--- config.mk ---
export PLATFORM = sky130hd
export DESIGN_NAME = col_parity_apply
export DESIGN_NICKNAME = d
export VERILOG_FILES = /design/src/rtl/col_parity_apply.sv
export SDC_FILE = /design/constraint.sdc
export NUM_CORES = 1
export LEC_CHECK = 0
export CORE_ASPECT_RATIO = 1.75
export CORE_MARGIN = 1.5
export CORE_UTILIZATION = 34
export DETAILED_ROUTE_END_ITERATION = 8
export GPL_ROUTABILITY_DRIVEN = 0
export HOLD_SLACK_MARGIN = 0.12
export PLACE_DENSITY = 0.84
export SLEW_MARGIN = 20
export SYNTH_ARGS = -nofsm -noshare
export SYNTH_HDL_FRONTEND = slang
export SYNTH_SLANG_ARGS = --single-unit
--- constraint.sdc ---
create_clock -name clk -period 2.5 [get_ports clk]
set_input_delay 0.75 -clock clk [delete_from_list [all_inputs] [get_ports clk]]
set_output_delay 0.75 -clock clk [all_outputs]
set_load 0.01 [all_outputs]
--- src/rtl/col_parity_apply.sv ---
// col_parity_apply: mixes each slice with the column parities of its own and previous slice, writing the result back in place.
module col_parity_apply #(
  parameter int N_SLICE = 64,
  parameter int ADDR_W  = 6
) (
  input  logic              clk,
  input  logic              rst,
  input  logic              start,
  input  logic [24:0]       mem_line,
  input  logic [24:0]       par_line,
  output logic [ADDR_W-1:0] rd_addr,
  output logic              wr_en,
  output logic [24:0]       write_value,
  output logic              busy,
  output logic              done
);
  typedef enum logic [1:0] {IDLE, PRELOAD, RUN, DONE} state_t;
  state_t state, state_n;
  logic [ADDR_W-1:0] addr_n;
  logic [4:0] prev_par, prev_n, c, d;
  logic last, unused_par;
  assign c = par_line[4:0];
  assign unused_par = ^par_line[24:5];
  assign last = rd_addr == ADDR_W'(N_SLICE - 1);
  for (genvar x = 0; x < 5; x++) begin : g_d
    assign d[x] = c[(x + 4) % 5] ^ prev_par[(x + 1) % 5];
  end
  assign wr_en = state == RUN;
  assign busy = state == PRELOAD || state == RUN;
  assign done = state == DONE;
  assign write_value = wr_en ? mem_line ^ {5{d}} : 25'h0;
  always_comb begin
    state_n = state;
    addr_n = rd_addr;
    prev_n = prev_par;
    case (state)
      IDLE: begin
        addr_n = start ? ADDR_W'(N_SLICE - 1) : '0;
        state_n = start ? PRELOAD : IDLE;
      end
      PRELOAD: begin
        prev_n = c;
        addr_n = '0;
        state_n = RUN;
      end
      RUN: begin
        prev_n = c;
        addr_n = last ? '0 : rd_addr + 1'b1;
        state_n = last ? DONE : RUN;
      end
      default: state_n = IDLE;
    endcase
  end
  always_ff @(posedge clk or posedge rst)
    if (rst) begin
      state <= IDLE;
      rd_addr <= '0;
      prev_par <= '0;
    end else begin
      state <= state_n;
      rd_addr <= addr_n;
      prev_par <= prev_n;
    end
endmodule

==> After elaboration in Yosys (flattened, before gate mapping) <==
Cells that the tools add are included.
{ "classes": {"div": 0, "reduce_logical": 4, "magnitude_cmp": 0, "bitwise": 6, "mul": 0, "shift": 0, "n_addsub": 1, "eq_ne": 4, "n_mux": 7} }
{ "ops": {"columns": ["operator", "count"], "rows": [
  ["$mux 25", 1],
  ["$xor 25x25->25", 1],
  ["$pmux 6 s3", 1],
  ["$mux 6", 2],
  ["$add 6x1->6 const B", 1],
  ["$eq 6x6->1 const B", 1],
  ["$pmux 2 s3", 1],
  ["$xor 1x1->1", 5],
  ["$eq 2x2->1 const B", 2],
  ["$reduce_bool 3->1", 1],
  ["$eq 2x1->1 const B", 1],
  ["$logic_not 2->1", 1],
  ["$mux 1", 2],
  ["$reduce_or 2->1", 1],
  ["$logic_or 1x1->1", 1]
]} }
{ "word_totals": {"reg_bits": 13, "input_bits": 53, "ram_bits": 0, "out_inout_bits": 34, "n_memories": 0, "latch_bits": 0, "mem_bits_ro": 0, "wordCells": 25} }

==> Longest topological paths before layout <==
{ "logic_depth": {"ltp_word": 3, "ltp_mapped": 7} }

==> Least setup slack after synthesis <==
No wires, ideal clock.
{ "synth_timing": {"path_type": "input to output", "from": "in par_line[0]", "to": "out write_value[11]", "setup_slack_ns": 0.270, "path_stages": 3, "path_buffers": 0, "arrival_ns": 1.480, "path_cell_list": "xor2_1 -> xor2_1 -> and2_1"} }
{ "synth_via": {"elab_chain_len": 3} }
{ "synth_lines": {"columns": ["item", "line_no", "text"], "rows": [
  ["start: declaration", "10", "input logic [24:0] par_line,"],
  ["$xor 1x1->1", "26", "assign d[x] = c[(x + 4) % 5] ^ prev_par[(x + 1) % 5];"],
  ["$xor 25x25->25", "31", "assign write_value = wr_en ? mem_line ^ {5{d}} : 25'h0;"],
  ["$mux 25", "31", null],
  ["end: declaration", "13", "output logic [24:0] write_value,"]
]} }
No other way between the ends.

==> Worst setup path after layout <==
{ "layout_timing": {"from": "in mem_line[21]", "to": "out write_value[21]"} }
{ "layout_via": {"elab_chain_len": 2} }
{ "layout_lines": {"columns": ["item", "line_no", "text"], "rows": [
  ["start: declaration", "9", "input logic [24:0] mem_line,"],
  ["$xor 25x25->25", "31", null],
  ["$mux 25", "31", null]
]} }
No other way between the ends.

==> run_results.csv <==
group,metric,value,unit
yosys,synth_area,1130,um^2
route,totalWireLength,3060,um
finish,layout_commonest_cell,"clkdlybuf4s50_1",
route,wl_per_cell,12.4,um
pwr,p_leak,0.866,nW
finish,syn2layout_area_growth,67.8,%
critical_path,cpPeakStageDelay,470,ps
route,antenna_left,0,
yosys,ys_async_sr_fraction,1.00,
critical_path,crit_start,"mem_line[21]",
route,wl_met2,1620,um
global_route,grt_pass1_vias,1122,
floorplanning,initial_core_util,0.357,
outcome,outcome,"completed",
sta,fmax,0.406,GHz
sta,worstMarginPinSlew,507,ps
floorplanning,rows,27,
sta,period_share,0.984,
route,vias_per_cell,4.68,
clocking,clock_latency,240,ps
yosys,syn-num-nets,182,
critical_path,end_kind,"output pin",
finish,drive_gt1_frac,0.268,
pwr,powerDensity,371,nW/um^2
yosys,synth.avg_cell_area,9.13,um^2
clocking,cts_tree,"yes",
route,num_vias,1161,
critical_path,cp_cell_sequence,"clkdlybuf4s50_1 -> xor2_1 -> and2_1 -> clkdlybuf4s15_1",
clocking,cts_num_sinks,13,
global_route,grt_pass1_wl,4820,um
critical_path,path_max_fanout,1,
critical_path,cp.required,1750,ps
sta,hold_viol,0,
clocking,cts_max_level,1,
route,route.met3.wl,317,um
placement,io_buffers,66,
sta,setup_ws,39.1,ps
clocking,cts_root_buf,"clkbuf_8",
critical_path,reg2reg_setup_slack,790,ps
route,route.detailed.drc,0,
job,max-cap-violations,0,
sta,maxSlewViolCount,0,
route,drt_iter0_markers,7,
route,dr.max_layer_used,"met4",
hold_path,min_path_type,"reg -> reg",
yosys,synth_edf_count,0,
yosys,synthFlopType,"dfrtp_1",
sta,setup-tns-final,0,ps
critical_path,slowest_stage,"clkdlybuf4s50_1",
yosys,netlist_instances,124,
clocking,clock_path_buffers,2,
sta,rsz0062_at_grt,"false",
finish,nNetsFinal,264,
clocking,clk_pin_slew,50,ps
placement,place_hpwl,2260,um
sta,finalClockSkew,2.52,ps
placement,dp_slack,-666,ps
finish,instances_no_fill,248,
global_route,overflow,0,
route,dr.pass1.iters,3,
global_route,antenna_found_initial,0,
critical_path,startpoint_type,"primary input",
clocking,cts_buffers,3,
critical_path,worst_ep_arrival_time,1710,ps
sta,maxSlewHeadroom,0.662,
floorplanning,dieWidth,46.6,um
placement,dpl.cell_count,237,
sta,fin_crit,2460,ps
pwr,ir_worst_vdd,0.000333,V
critical_path,crit_type,"in -> out",
global_route,grt_use_total,0.175,
yosys,ys_ff_latch,13,
sta,setup_viol,0,
floorplanning,io_pins,87,
finish,antenna_cells,0,
floorplanning,die_area,3700,um^2
floorplanning,core,3180,um^2
route,wl_met1,1080,um
critical_path,reg2reg_from,"state[0]$_DFF_PP0_",
global_route,grt_max_degree,27,
yosys,seq_area_frac_synth,0.287,
finish,mostFrequentLayoutCells,"clkdlybuf4s50_1 (36), xor2_1 (28), and2_1 (25)",
floorplanning,die_h,79.3,um
finish,fillers,291,
hold_path,holdCritStartpoint,"prev_par[3]$_DFFE_PP0N_",
yosys,yosysWarnings,0,
yosys,synth.distinct_cells,29,
clocking,hold_buffers,0,
## layer usage
layer | track usage | vias up
li1 | - | 568
met3 | 0.0386 | 5
met2 | 0.335 | 54
met4 | 0.0500 | 0
met5 | 0 | -
met1 | 0.174 | 534
## final timing paths
kind | depth (start not counted) | endpoint
setup reg to reg | 6 | rd_addr[3]$_DFFE_PP0P_
hold / removal | 1 | prev_par[3]$_DFFE_PP0N_
min in group asynchronous | 2 | rd_addr[1]$_DFFE_PP0P_
hold reg to reg | 1 | prev_par[3]$_DFFE_PP0N_
max in group asynchronous | 2 | state[1]$_DFF_PP0_
setup / recovery | 4 | write_value[21]
## timing repair
item                                    4_1_cts  5_1_grt
buffers inserted                              9        0
endpoints found under the setup margin       25        8
gates resized for setup                     104       10
pin swaps                                     4        2
## sequential cells by signal, indices dropped and copies added, names as in the netlist
name / cells
prev_par: 5
state: 2
rd_addr: 6
## cells by family after synthesis
group / Yosys count / synth area share
and+or+nand+nor: 42 / 0.221
xor gates and xnor gates: 30 / 0.232
AOI/OAI and AO/OA: 15 / 0.0884
adders and majority gates: 5 / 0.0552
muxes: 6 / 0.0586
DFF: 13 / 0.287
buffers and inverters: 13 / 0.0575
## power by group
group          switching, W  leakage [nW]  internal (W)  total [W]
Sequential       0.00000373         0.155      0.000215   0.000219
Clock             0.0000744        0.0228      0.000113   0.000187
Combinational      0.000124         0.688      0.000176   0.000300
Total              0.000202         0.866      0.000504   0.000706
## worst max-delay path: cells and delay by family
kind	cells	cell delay, ps
buffers and inverters	2	700
and+or+nand+nor	1	130
xor gates and xnor gates	1	130
## final cells by class
class                      count  area (um^2)  share of cell area
inverter                       7         26.3              0.0138
tap                           43         53.8              0.0283
clock buffer                   4         45.0              0.0237
multi-input combinational     98          768               0.404
timing repair buffer          83          682               0.359
sequential                    13          325               0.171
## Yosys cell counts, drive strengths merged, types with 2 or more instances
cell,count,area share
clkbuf,3,0.0099
and2,26,0.15
buf,3,0.024
a21oi,5,0.022
a31oi,2,0.011
nand2,4,0.013
xor2,30,0.23
nand4,2,0.011
o22ai,2,0.011
ha,5,0.055
mux2,5,0.050
and3,2,0.012
inv,7,0.023
nand3,4,0.018
dfrtp,13,0.29
## through the flow
stage / hold slack [ps] / util / instance area, um^2 / power [W]
2_1_floorplan: 501 / - / 1130 / 0.000356
3_3_place_gp: 510 / 0.597 / 1900 / 0.000552
3_5_place_dp: 517 / 0.597 / 1900 / 0.000560
4_1_cts: 529 / 0.600 / 1910 / 0.000718
5_1_grt: 555 / 0.599 / 1900 / 0.000750
6_report: 523 / 0.599 / 1900 / 0.000706
Power figures use the tool's default switching activity.
